<file path="src/rtl/seq_pkg.sv">
// Shared definitions for the RV32I multi-cycle sequencer: opcodes, states,
// instruction classes, mux encodings and the legal load/store funct3 sets.
package seq_pkg;

    localparam logic [4:0] OP_BRANCH = 5'b11000;
    localparam logic [4:0] OP_LOAD   = 5'b00000;
    localparam logic [4:0] OP_STORE  = 5'b01000;
    localparam logic [4:0] OP_LUI    = 5'b01101;
    localparam logic [4:0] OP_AUIPC  = 5'b00101;
    localparam logic [4:0] OP_JAL    = 5'b11011;
    localparam logic [4:0] OP_JALR   = 5'b11001;
    localparam logic [4:0] OP_OPIMM  = 5'b00100;
    localparam logic [4:0] OP_OP     = 5'b01100;

    typedef enum logic [2:0] {
        ST_FETCH  = 3'd0,
        ST_DECODE = 3'd1,
        ST_EXEC   = 3'd2,
        ST_MEM    = 3'd3,
        ST_WB     = 3'd4,
        ST_HALT   = 3'd5
    } state_t;

    typedef enum logic [2:0] {
        CL_ALU    = 3'd0,
        CL_BRANCH = 3'd1,
        CL_LOAD   = 3'd2,
        CL_STORE  = 3'd3,
        CL_JAL    = 3'd4,
        CL_JALR   = 3'd5
    } opclass_t;

    localparam logic [1:0] PC_PLUS4 = 2'b00;
    localparam logic [1:0] PC_IMM   = 2'b01;
    localparam logic [1:0] PC_JALR  = 2'b10;

    localparam logic [1:0] WB_ALU = 2'b00;
    localparam logic [1:0] WB_MDR = 2'b01;
    localparam logic [1:0] WB_PC4 = 2'b10;

    function automatic logic load_f3_ok(input logic [2:0] f3);
        case (f3)
            3'b000, 3'b001, 3'b010, 3'b100, 3'b101: return 1'b1;
            default:                                return 1'b0;
        endcase
    endfunction

    function automatic logic store_f3_ok(input logic [2:0] f3);
        case (f3)
            3'b000, 3'b001, 3'b010: return 1'b1;
            default:                return 1'b0;
        endcase
    endfunction

endpackage

</file>
<file path="src/rtl/seq_opclass.sv">
// Combinational opcode/funct3 decode into an instruction class plus legality.
module seq_opclass
    import seq_pkg::*;
(
    input  logic [4:0] opcode,
    input  logic [2:0] funct3,
    output logic [2:0] cls,
    output logic       legal
);

    always_comb begin
        cls   = CL_ALU;
        legal = 1'b1;
        case (opcode)
            OP_BRANCH: cls = CL_BRANCH;
            OP_LOAD: begin
                cls   = CL_LOAD;
                legal = load_f3_ok(funct3);
            end
            OP_STORE: begin
                cls   = CL_STORE;
                legal = store_f3_ok(funct3);
            end
            OP_JAL:   cls = CL_JAL;
            OP_JALR:  cls = CL_JALR;
            OP_LUI, OP_AUIPC, OP_OPIMM, OP_OP: cls = CL_ALU;
            default:  legal = 1'b0;
        endcase
    end

endmodule

</file>
<file path="src/rtl/multicycle_sequencer.sv">
// Multi-cycle RV32I control FSM: FETCH/DECODE/EXEC/MEM/WB over one memory port.
// Optional memory-wait timeout enabled by defining MEMWAIT_TIMEOUT_EN.
module multicycle_sequencer
    import seq_pkg::*;
#(
    parameter int TIMEOUT_CYCLES = 15,
    parameter int CNT_W          = 32
) (
    input  logic             clk,
    input  logic             reset,
    input  logic [4:0]       opcode,
    input  logic [2:0]       funct3,
    input  logic             branch_taken,
    input  logic             mem_ready,
    output logic             mem_req,
    output logic             mem_we,
    output logic             addr_sel,
    output logic             ir_we,
    output logic             mdr_we,
    output logic             pc_we,
    output logic [1:0]       pc_sel,
    output logic             regwrite,
    output logic [1:0]       wb_sel,
    output logic             halted,
    output logic [2:0]       state,
    output logic [CNT_W-1:0] instret
);

`ifdef MEMWAIT_TIMEOUT_EN
    localparam bit TIMEOUT_EN = 1'b1;
`else
    localparam bit TIMEOUT_EN = 1'b0;
`endif
    localparam int WAIT_W = $clog2(TIMEOUT_CYCLES + 1);

    state_t            st, st_nxt;
    logic              halted_q;
    logic [CNT_W-1:0]  instret_q;
    logic [WAIT_W-1:0] wait_cnt;
    logic              retire, halt_set;
    logic [2:0]        cls_raw;
    logic              legal;
    opclass_t          cls;

    seq_opclass u_opclass (
        .opcode (opcode),
        .funct3 (funct3),
        .cls    (cls_raw),
        .legal  (legal)
    );
    assign cls = opclass_t'(cls_raw);

    always_ff @(posedge clk) begin
        if (reset) begin
            st        <= ST_FETCH;
            instret_q <= '0;
            halted_q  <= 1'b0;
            wait_cnt  <= '0;
        end else begin
            st <= st_nxt;
            if (retire)   instret_q <= instret_q + 1'b1;
            if (halt_set) halted_q  <= 1'b1;
            // Counter restarts on every state change, so it is fresh on FETCH/MEM entry.
            if (st_nxt != st)               wait_cnt <= '0;
            else if (mem_req && !mem_ready) wait_cnt <= wait_cnt + 1'b1;
        end
    end

    always_comb begin
        st_nxt   = st;
        retire   = 1'b0;
        halt_set = 1'b0;
        mem_req  = 1'b0;
        mem_we   = 1'b0;
        addr_sel = 1'b0;
        ir_we    = 1'b0;
        mdr_we   = 1'b0;
        pc_we    = 1'b0;
        pc_sel   = PC_PLUS4;
        regwrite = 1'b0;
        wb_sel   = WB_ALU;
        case (st)
            ST_FETCH: begin
                mem_req = 1'b1;
                if (mem_ready) begin
                    ir_we  = 1'b1;
                    st_nxt = ST_DECODE;
                end
            end
            ST_DECODE: begin
                if (legal) st_nxt = ST_EXEC;
                else begin
                    st_nxt   = ST_HALT;
                    halt_set = 1'b1;
                end
            end
            ST_EXEC: begin
                if (cls == CL_BRANCH) begin
                    pc_we  = 1'b1;
                    pc_sel = branch_taken ? PC_IMM : PC_PLUS4;
                    retire = 1'b1;
                    st_nxt = ST_FETCH;
                end else if (cls == CL_LOAD || cls == CL_STORE) begin
                    st_nxt = ST_MEM;
                end else begin
                    st_nxt = ST_WB;
                end
            end
            ST_MEM: begin
                mem_req  = 1'b1;
                addr_sel = 1'b1;
                mem_we   = (cls == CL_STORE);
                if (mem_ready) begin
                    if (cls == CL_LOAD) begin
                        mdr_we = 1'b1;
                        st_nxt = ST_WB;
                    end else begin
                        pc_we  = 1'b1;
                        retire = 1'b1;
                        st_nxt = ST_FETCH;
                    end
                end
            end
            ST_WB: begin
                regwrite = 1'b1;
                pc_we    = 1'b1;
                retire   = 1'b1;
                st_nxt   = ST_FETCH;
                case (cls)
                    CL_LOAD: wb_sel = WB_MDR;
                    CL_JAL: begin
                        wb_sel = WB_PC4;
                        pc_sel = PC_IMM;
                    end
                    CL_JALR: begin
                        wb_sel = WB_PC4;
                        pc_sel = PC_JALR;
                    end
                    default: ;
                endcase
            end
            ST_HALT: ;
            default: st_nxt = ST_FETCH;
        endcase

        // A ready arriving on the limit cycle wins because !mem_ready is required here.
        if (TIMEOUT_EN && mem_req && !mem_ready && wait_cnt == WAIT_W'(TIMEOUT_CYCLES - 1)) begin
            st_nxt   = ST_HALT;
            halt_set = 1'b1;
            mem_req  = 1'b0;
            mem_we   = 1'b0;
            addr_sel = 1'b0;
        end

        if (reset) begin
            mem_req  = 1'b0;
            mem_we   = 1'b0;
            addr_sel = 1'b0;
            ir_we    = 1'b0;
            mdr_we   = 1'b0;
            pc_we    = 1'b0;
            pc_sel   = 2'b00;
            regwrite = 1'b0;
            wb_sel   = 2'b00;
        end
    end

    assign state   = reset ? 3'd0 : st;
    assign halted  = reset ? 1'b0 : halted_q;
    assign instret = reset ? '0 : instret_q;

endmodule

</file>
<file path="config.mk">
export PLATFORM = sky130hd
export DESIGN_NAME = multicycle_sequencer
export DESIGN_NICKNAME = d
export VERILOG_FILES = /design/src/rtl/seq_pkg.sv /design/src/rtl/seq_opclass.sv /design/src/rtl/multicycle_sequencer.sv
export SDC_FILE = /design/constraint.sdc
export NUM_CORES = 1
export LEC_CHECK = 0
export CAP_MARGIN = 20
export CORE_UTILIZATION = 35
export CTS_CLUSTER_SIZE = 12
export DETAILED_ROUTE_END_ITERATION = 6
export GPL_TIMING_DRIVEN = 0
export PLACE_DENSITY = 0.6
export SETUP_SLACK_MARGIN = 0.3
export SLEW_MARGIN = 20
export SYNTH_ARGS = -nofsm -noshare
export SYNTH_HDL_FRONTEND = slang
export SYNTH_SLANG_ARGS = --single-unit
</file>
<file path="constraint.sdc">
create_clock -name clk -period 1.9 [get_ports clk]
set_input_delay 0.285 -clock clk [delete_from_list [all_inputs] [get_ports clk]]
set_output_delay 0.285 -clock clk [all_outputs]
set_load 0.1 [all_outputs]
</file>
==> Word-level counts from Yosys, hierarchy flattened <==
Index checks and enable logic that the tools add are counted.
Widths: inputs -> output; s select.
{ "totals": {"ff_bits": 36, "input_bits": 12, "output_inout_bits": 47, "word_cells": 83} }
{ "classes": {"add_sub_neg": 1, "eq_ne": 24, "muxes": 44, "bitwise": 1, "reduce_logical": 10} }
{ "ops": {"columns": ["op", "n"], "rows": [
  ["$add 32x1->32 const B", 1],
  ["$mux 32", 1],
  ["$pmux 3 s5", 2],
  ["$mux 1", 26],
  ["$mux 3", 7],
  ["$eq 3x3->1 const B", 6],
  ["$eq 3x2->1 const B", 5],
  ["$eq 5x4->1 const B", 3],
  ["$eq 5x5->1 const B", 3],
  ["$pmux 2 s2", 3],
  ["$eq 5x3->1 const B", 2],
  ["$eq 3x1->1 const B", 3],
  ["$reduce_or 7->1", 1],
  ["$logic_not 3->1", 2],
  ["$mux 2", 3],
  ["$pmux 1 s3", 2],
  ["$logic_not 5->1", 1],
  ["$reduce_or 5->1", 1],
  ["$ne 2x2->1 const B", 2],
  ["$reduce_or 2->1", 2],
  ["$reduce_and 3->1", 1],
  ["$reduce_or 3->1", 1],
  ["$logic_or 1x1->1", 1],
  ["$not 1->1", 1]
]} }

==> Logic depth before layout (Yosys ltp) <==
Gate-level depths: netlist of run 1.
{ "logic_depth": {"word_depth": 7, "ltp_mapped": 7, "mapped_depth_nobuf": 5} }

==> By module <==
A second synthesis of run 1 with hierarchy kept.
{ "hier_totals": {"hier_cells": 281, "hier_area_um2": 2268.4} }
{ "modules_own_cells": {"columns": ["module", "instances", "cells_per_inst", "area_each_um2", "seq_area_each_um2"], "rows": [
  ["multicycle_sequencer", 1, 270, 2183.3, 720.7],
  ["seq_opclass", 1, 11, 85.1, 0.0]
]} }

==> Worst setup path after synthesis of run 1 <==
No wires, ideal clock.
{ "synth_path": {"path_type": "reg-to-output", "from": "reg st[0]", "to": "out pc_sel[1]", "arrival_time_ns": 5.989, "required_ns": 1.615, "setup_slack_ns": -4.374, "path_stages_with_launch": 5, "path_buffers": 1, "path_cell_list": "dfxtp_1 clkbuf_1 nor4_1 nand2_1 nor3_1"} }
{ "synth_between": {"elab_chain_len": 3, "word_cells_on_any_way": 4} }
{ "synth_rtl": {"columns": ["element", "line_no", "text"], "rows": [
  ["from (decl)", "multicycle_sequencer.sv:36", "state_t st, st_nxt;"],
  ["from (signal assigned)", "multicycle_sequencer.sv:60", "st <= st_nxt;"],
  ["$eq 3x3->1 or $eq 3x2->1 (tied branches)", "multicycle_sequencer.sv:82", "case (st)"],
  ["$pmux 2 s2 (*)", "multicycle_sequencer.sv:82", null],
  ["$mux 2 (*)", "multicycle_sequencer.sv:155", "if (reset) begin"],
  ["to (decl)", "multicycle_sequencer.sv:21", "output logic [1:0] pc_sel,"]
]} }
Mark *: on every way between the ends. The rest lies on a longest branch, timed or not.

==> Worst setup path in the final report of run 1 <==
{ "layout_path": {"from": "reg st[2]", "to": "out pc_we"} }
{ "layout_between": {"elab_chain_len": 3, "word_cells_on_any_way": 5} }
{ "layout_rtl": {"columns": ["element", "line_no", "text"], "rows": [
  ["$eq 3x3->1 or $eq 3x2->1 (tied branches)", "multicycle_sequencer.sv:82", null],
  ["$pmux 1 s3 (*)", "multicycle_sequencer.sv:82", null],
  ["$mux 1 (*)", "multicycle_sequencer.sv:155", null],
  ["to (decl)", "multicycle_sequencer.sv:20", "output logic pc_we,"]
]} }
Marks and branches as above.

==> results of run 1 <==
==> synth_stat cells (3+ instances only) <==
| cell type | number | share of area, % |
|---|---|---|
| o2111ai_4 | 3 | 3.4 |
| nand4_1 | 6 | 1.6 |
| nand2_1 | 21 | 3.4 |
| nor4_1 | 4 | 1.1 |
| inv_1 | 9 | 1.5 |
| nand3_1 | 13 | 2.8 |
| xnor2_1 | 14 | 5.3 |
| and3_1 | 3 | 0.81 |
| o21ai_0 | 8 | 1.7 |
| and4_1 | 5 | 1.9 |
| nor2_1 | 44 | 7.2 |
| a21oi_1 | 17 | 3.7 |
| clkbuf_1 | 9 | 1.5 |
| dfxtp_1 | 36 | 31 |
| nor3_1 | 5 | 1.1 |
| mux2_2 | 6 | 2.9 |
| nor2b_1 | 33 | 8.9 |
| a211oi_1 | 7 | 2.3 |
| or3_1 | 6 | 1.6 |
| a311oi_1 | 3 | 1.1 |
| buf_2 | 5 | 1.1 |
| a2111oi_0 | 3 | 1.1 |
==> layer usage <==
metal | wire length, um | GRT usage (%) | share of wire [%] | vias to the layer above
met5 | 0 | 0 | 0 | -
met2 | 4099 | 37.11 | 50 | 71
met1 | 3604 | 29.27 | 44 | 1302
met4 | 95 | 8.307 | 1.2 | 0
li1 | - | - | - | 1265
met3 | 357 | 5.070 | 4.4 | 12
==> cells by family after synthesis <==
group	synth area share (%)
flops	31.20
compound gates	19.12
simple gates	35.43
fa+ha+maj	0.5416
buf+inv	4.171
mux	4.225
xor+xnor	5.309
==> per-stage QoR <==
stage	setup TNS, ns	setup WS (ns)	instances	util, %
finish	-2.171	-0.1744	477	72.43
global route	-4.422	-0.2703	477	72.43
CTS	-1.057	-0.2000	463	67.66
detailed placement	-96.90	-1.921	426	53.24
global placement	-96.24	-1.929	426	53.24
floorplan	-10.42	-1.099	292	-
==> power by group through the flow <==
stage,Clock [W],Combinational (W),Sequential (W)
global route,0.000651,0.000662,0.000784
global placement,0,0.000402,0.000800
floorplan,0,0.000303,0.000797
finish,0.000608,0.000635,0.000783
detailed placement,0,0.000403,0.000801
CTS,0.000610,0.000558,0.000781
==> state kept, by name (all words and copies together) (netlist names) <==
name       cells
st             3
halted_q       1
instret_q     32
==> worst paths after layout <==
path / endpoint
worst max-delay path: pc_we
worst min-delay path: instret_q[8]
worst max register to register: instret_q[8]
worst min register to register: instret_q[31]
==> area by class of cell <==
type / count / area share, %
sequential: 36 / 15.83
clock inverter: 1 / 0.1360
inverter: 9 / 0.8433
buffer: 15 / 5.250
multi-input combinational: 232 / 46.14
clock buffer: 7 / 1.877
timing repair buffer: 100 / 27.83
tap: 77 / 2.095
==> worst max-delay path: stages (launching register included) <==
cell and delay (ns):
dfxtp_2 0.32, buf_8 0.12, and2b_4 0.27, buf_4 0.13
o2111ai_4 0.12, buf_6 0.17, a21oi_4 0.16, buf_12 0.19
==> cell usage in the layout (no fill, tap or decap), types with 6 or more instances in the layout <==
cell type  count
a21oi_1       15
buf_12        35
buf_4         37
buf_6         15
buf_8          8
clkbuf_8       6
dfxtp_1       32
inv_1          8
nand2_1       16
nand3_1       11
nand4_1        6
nor2_1        32
nor2_4         9
nor2b_2        9
nor2b_4       22
o21ai_0        7
or3_1          6
xnor2_1       13
==> timing repair <==
action                                  in CTS  in global routing
setup buffers                               29                 14
endpoints found under the setup margin      83                 57
pin swaps                                   32                 19
hold buffers                                 0                  0
resized for setup                          468                 37
==> results.md, run 1 <==
- The flow ran to the end, but the final reports show violations.
- The final reports fail on negative setup slack.
- In this run the vertical extent of the chip is 83.24 um.
- The clock sink total is 36.
- Entering global routing, the biggest net connects 12 pins.
- The classification of the worst-slack hold path is input port to flop.
- The completed layout was analyzed and its total power is 0.002026 W.
- Of all flip-flops after synthesis, the portion carrying an async set or reset was 0%.
- In this run the power spent charging and discharging nets is 0.0006812 W.
- Across all setup checks in the final design, the least slack found is -0.1744 ns.
- The slack of the worst reg-to-reg path is -0.15 ns.
- The weighted congestion at the end of routability-driven global placement is 0.7666.
- The minimum clock period after layout is 2.074 ns.
- The critical path capture point type is a primary output.
- In this run the clock root is driven by a clkbuf_8.
- The filler cells instantiated in the layout total 450.
- The post-synthesis to final-layout area growth is 99.13%.
- The final setup violation count is 30.
- Once the floorplan was initialized, standard cells occupied 36.37% of the core.
- The number of global-route vias before repair came to 2526.
- The warning count from the yosys run is 0.
- Summed over all layers, the routed wires come to 8156 um.
- The part of the total power dissipated in sequential elements is 38.6%.
- The horizontal extent of the die is 83.24 um.
- The number of synthesized flops with an enable pin is 0.
- Across all hold checks on the routed design, the worst slack comes to 0.4642 ns.
- The antenna diode instance count is 0.
- The number of CTS-inserted buffers is 5.
- Setup repair after global routing could not meet its margin everywhere.
- In this run, the combinational gates consume 31.3% of the power.
- The share of total power in the clock network is 30.0%.
- The total global routing overflow is 0.
- In the synthesized netlist, the number of instances is 292.
- In this run the remaining antenna-violating nets after routing total 0.
- STA puts the critical path data arrival time at 1.79 ns.
- Internal power comes to 0.001345 W.
- For the worst setup path, the data required time is 1.62 ns.
- Dividing the detail-routed wire length by the instance count gives 17.10 um.
- The final hold violation count was 0.
- The deepest clock path buffer count is 2.
- The area of the die is 6928 um^2.
- For this run, the leading register cell type out of synthesis is dfxtp_1.
- The average instance in the mapped netlist occupies 7.910 um^2.
- The leakage power figure is 1.564 nW.
- The maximum fanout along the worst path is 5.
- The count of routing violations after the opening detailed-route iteration is 120.
- The slew at the pin closest to its max-slew limit is 0.5317 ns.
- Synthesis produced a netlist with a net count of 305.
- The origin of the critical flop-to-flop path is st[2].
- The most critical setup path has its startpoint at st[2].
- The post-route netlist has 55.25% of its cells at a drive strength greater than 1.
- The first global-routing pass estimated 12700 um of wire.
- The sequential share of the synthesized area is 31.20%.
- The HPWL reported at the end of detailed placement is 4893 um.
- The core box area is 6350 um^2.
- Based on the critical path, the design can be clocked at up to 0.4821 GHz.
- The type of the worst setup path is flop to primary output.
- After detailed placement, the total cell area comes to 3381 um^2.
- The cell area after layout is 4599 um^2.
- The total power density per cell area is 440.4 nW/um^2.
- The later pin in the worst-skew pair is clocked with a latency of 0.31 ns.
- The final period utilization is 109.2%.
- In this run the most critical hold path is launched from reset.
- The detailed-route DRC error count is 0.
- Summing all multi-input logic gate instances after layout gives 2122 um^2.
- The count of different cell masters after synthesis is 47.
- Before antenna repair, the detailed router went through 4 iterations.
- The average via count per standard cell is 5.556.
- The number of placed I/O pins is 59.
- TritonCTS built the clock tree.
- For this run, the post-layout net count is 412.
- In the final layout, flip-flops and latches occupy 728.2 um^2.
- STA classifies the critical path startpoint as a flop.
- The initial antenna violation count is 0.
- Net switching is 33.62% of the power.
- For the worst flop-to-flop path, the logic depth is 9.
- The clock transition at the registers of the reported paths is 0.08 ns.
- The H-tree generated during clock tree synthesis spans 2 levels.
- Across the VDD grid, the largest voltage drop is 0.0003226 V.
- Global routing consumed, over all layers together, 22.73% of the routing resources.
- After synthesis the cells add up to 2310 um^2.
- The count of buffers added on input and output ports is 57.
- The worst pin sits at a relative slew slack of 64.28%.
- The worst hold path passes through 3 cells.
- Detailed routing inserted a total of 2650 vias.
- The max-slew violation count was 0.
- The flop and latch count out of synthesis is 36.
- The count of maximum capacitance violations is 0.
- The floorplan has 29 rows.
- Clock skew on the completed layout was measured at 0.01242 ns.
No activity file was read; power rests on OpenSTA's default activity.
==> inputs of run 2 (changes only) <==
--- a/config.mk
+++ b/config.mk
@@ -10,7 +10,7 @@
 export CTS_CLUSTER_SIZE = 12
 export DETAILED_ROUTE_END_ITERATION = 6
 export GPL_TIMING_DRIVEN = 0
-export PLACE_DENSITY = 0.6
+export PLACE_DENSITY = 0.57
 export SETUP_SLACK_MARGIN = 0.3
 export SLEW_MARGIN = 20
 export SYNTH_ARGS = -nofsm -noshare
==> constraint.sdc (replaced) <==
create_clock -name clk -period 2.6 [get_ports clk]
set_input_delay 0.39 -clock clk [delete_from_list [all_inputs] [get_ports clk]]
set_output_delay 0.39 -clock clk [all_outputs]
set_load 0.1 [all_outputs]
==> results.md, run 2 (synthesis results as in run 1) <==
- Outcome: completed (was finished with violations).
- The longest individual stage delay on the worst path came to 0.54 ns (was 0.32 ns).
- The number of buffers inserted by port buffering came to 57 (unchanged).
- The cell row count is 29 (unchanged).
- Chain of cells forming the critical path: clkdlybuf4s15_2 -> or4_1 -> buf_6 -> o2111ai_4 -> buf_6 -> a21oi_4 -> buf_8 (was buf_8 -> and2b_4 -> buf_4 -> o2111ai_4 -> buf_6 -> a21oi_4 -> buf_12).
- The number of CTS-inserted buffers is 5 (unchanged).
- The pin count of the biggest net entering global routing came to 12 (unchanged).
- The clock transition at the registers of the reported paths is 0.07 ns (was 0.08 ns).
- The slowest library cell on the worst path was or4_1 (was dfxtp_2).
- The register with the most flip-flops is instret_q (unchanged).
- The latest clock arrival within the worst-skew pair is 0.29 ns (was 0.31 ns).
- The clock sink total is 36 (unchanged).
- The effective utilization at floorplan was 36.37% (unchanged).
- The headroom to the max-slew limit was 36.24% (was 64.28%).
- The ratio of cells with drive above 1 in the final layout is 37.74% (was 55.25%).
- The horizontal extent of the die was 83.24 um (unchanged).
- The final setup violation count is 0 (was 30).
- The core occupancy in the finished layout is 51.86% (was 72.43%).
- The count of routing violations after the opening detailed-route iteration is 69 (was 120).
- The core box area is 6350 um^2 (unchanged).
- The final period utilization is 89.64%.
- The CTS tree is yes (unchanged).
- The area of the die came to 6928 um^2 (unchanged).
- The total global routing overflow came to 0 (unchanged).
- The maximum fanout along the worst path is 7 (was 5).
- The post-detailed-route count of antenna-violating nets was 0 (unchanged).
- The post-detailed-placement cell area is 3196 um^2 (was 3381 um^2).
- Unrepaired setup endpoints after global routing: yes (unchanged).
- The buffer type at the clock tree root is clkbuf_8 (unchanged).
- The post-synthesis to final-layout area growth was 42.58% (was 99.13%).
- The antenna diode instance count is 0 (unchanged).
- The detailed-route DRC error count is 0 (unchanged).
- The initial antenna violation count came to 0 (unchanged).
- The deepest clock path buffer count is 2 (unchanged).
- Most frequent cells in the layout: nor2_1, dfxtp_1, nor2b_2, buf_2, nand2_1 (was buf_4, buf_12, nor2_1, dfxtp_1, nor2b_4).
- The met2 track demand over resource is 31.15% (was 37.11%).
- The arrival time at the worst endpoint is 1.94 ns (was 1.79 ns).
- The wire length of the first global-routing pass is 10720 um (was 12700 um).
- The cell area after layout was 3293 um^2 (was 4599 um^2).
- The H-tree depth came to 2 (unchanged).
- The classification of the worst-slack hold path is flop to flop (was input port to flop).
- The final routed wire length divided by cell count was 14.67 um (was 17.10 um).
- The cell family contributing the most delay on the critical path is buffers and inverters (unchanged).
- The number of buffers inserted for hold repair after clock tree synthesis is 0 (unchanged).
- The final clock skew is 0.01042 ns (was 0.01242 ns).
- The all-layer global routing usage is 19.20% (was 22.73%).
- The total wirelength of the detailed-routed design is 6454 um (was 8156 um).
- The data required time at the worst endpoint is 2.21 ns (was 1.62 ns).
- The total power density per cell area was 391.7 nW/um^2 (was 440.4 nW/um^2).
- The overall via count from detail_route is 2375 (was 2650).
- The number of placed I/O pins came to 59 (unchanged).
- The number of nets at the end of the flow came to 375 (was 412).
- The buffers plus inverters on the worst setup path is 4 (unchanged).
- The upper clock frequency limit is 0.4291 GHz.
- The HPWL reported at the end of detailed placement is 4813 um (was 4893 um).
- Among the stages of the critical path, the cell type that occurs most often is buf_6.
- The minimum clock period after layout is 2.331 ns.
- The leakage power figure was 1.158 nW (was 1.564 nW).
- The accumulated negative setup slack came to 0 ns (was -2.171 ns).
- The type of the worst setup path is input port to primary output (was flop to primary output).
- The average via count per standard cell was 5.398 (was 5.556).
- The critical path launch point type is an input port (was flop).
- The slew at the pin closest to its max-slew limit came to 0.9601 ns (was 0.5317 ns).
- The weighted congestion at the end of routability-driven global placement was 0.7908 (was 0.7666).
- The max-slew violation count is 0 (unchanged).
- Leading registers by flop count: instret_q: 32 flops, st: 3 flops, halted_q: 1 flops (unchanged).
- The number of optimization iterations in the first detailed-route pass is 4 (unchanged).
- The met1 demand-to-capacity share in global routing is 26.01% (was 29.27%).
- The final hold violation count is 0 (unchanged).
- The worst supply voltage drop on vdd is 0.0001998 V (was 0.0003226 V).
- The number of flip-flops under the largest register name is 32 (unchanged).
- The critical path capture point type is a primary output (unchanged).
- The number of global-route vias before repair was 2175 (was 2526).
- The busiest layer in global routing was met2 (unchanged).
- The die boundary height is 83.24 um (unchanged).
- The most frequent standard cell in the layout excluding fill and tap cells is nor2_1 (was buf_4).
- The count of maximum capacitance violations is 0 (unchanged).
- The routing usage on met3 was 3.678% (was 5.070%).
run 2: cell count changes in the layout (fill, tap and decap cells not counted), moves of 8 or more:
cell             previous run  this run
buf_12                     35         0
buf_2                       3        19
buf_4                      37        17
buf_6                      15         5
clkdlybuf4s15_2             1        13
nor2_4                      9         1
nor2b_1                     2        10
nor2b_2                     9        22
nor2b_4                    22         1
run 2: path summary, 6_finish.rpt:
| path | from | to | slack (ns) | depth (start not counted) |
|---|---|---|---|---|
| setup / recovery | opcode[0] | pc_we | 0.27 | 7 |
| hold / removal | halted_q | halted_q | 0.47 | 2 |
| setup reg to reg | st[2] | instret_q[19] | 0.44 | 8 |
| hold reg to reg | halted_q | halted_q | 0.47 | 2 |
run 2: layout make-up:
type | instances | area (um^2)
timing repair buffer | 63 | 511.7
multi-input combinational | 232 | 1699
buffer | 15 | 128.9
sequential | 36 | 725.7
inverter | 9 | 38.79
fill | 629 | 3057
clock buffer | 7 | 86.33
tap | 77 | 96.34
clock inverter | 1 | 6.256
run 2: metal layers:
metal  routed length (um)  up-vias  share of wire, %
met2                 2958       60                46
li1                     -     1188                 -
met4                   70        0               1.1
met1                 3081     1121                48
met5                    0        -                 0
met3                  344        6               5.3
run 2: stage by stage:
step / hold WS, ns / std cells / worst slack (ns) / power (W)
finish: 0.4703 / 440 / 0.2694 / 0.001290
global route: 0.4923 / 440 / 0.2236 / 0.001349
floorplan: 0.4285 / 292 / -0.5038 / 0.0007892
CTS: 0.4729 / 436 / 0.2690 / 0.001299
global placement: 0.4539 / 426 / -1.508 / 0.0008629
detailed placement: 0.4548 / 426 / -1.497 / 0.0008632
run 2: where the power goes:
group	internal, W	switching [W]	total, W
clock	0.000216	0.000211	0.000427
sequential	0.000561	0.0000109	0.000572
combinational	0.0000945	0.000196	0.000291
run 2: timing repair:
item	CTS	global route
gates resized for setup	229	13
setup buffers	2	4
cloned	0	0
endpoints found under the setup margin	78	15
pin swaps	1	2
run 2: worst reg2reg max path: cells and delay by family, from the launching register on:
kind | cells | cell delay [ns]
DFF | 1 | 0.32
AOI/OAI and AO/OA | 2 | 0.72
and+or+nand+nor | 2 | 0.32
xor gates and xnor gates | 1 | 0.19
buffers and inverters | 3 | 0.50
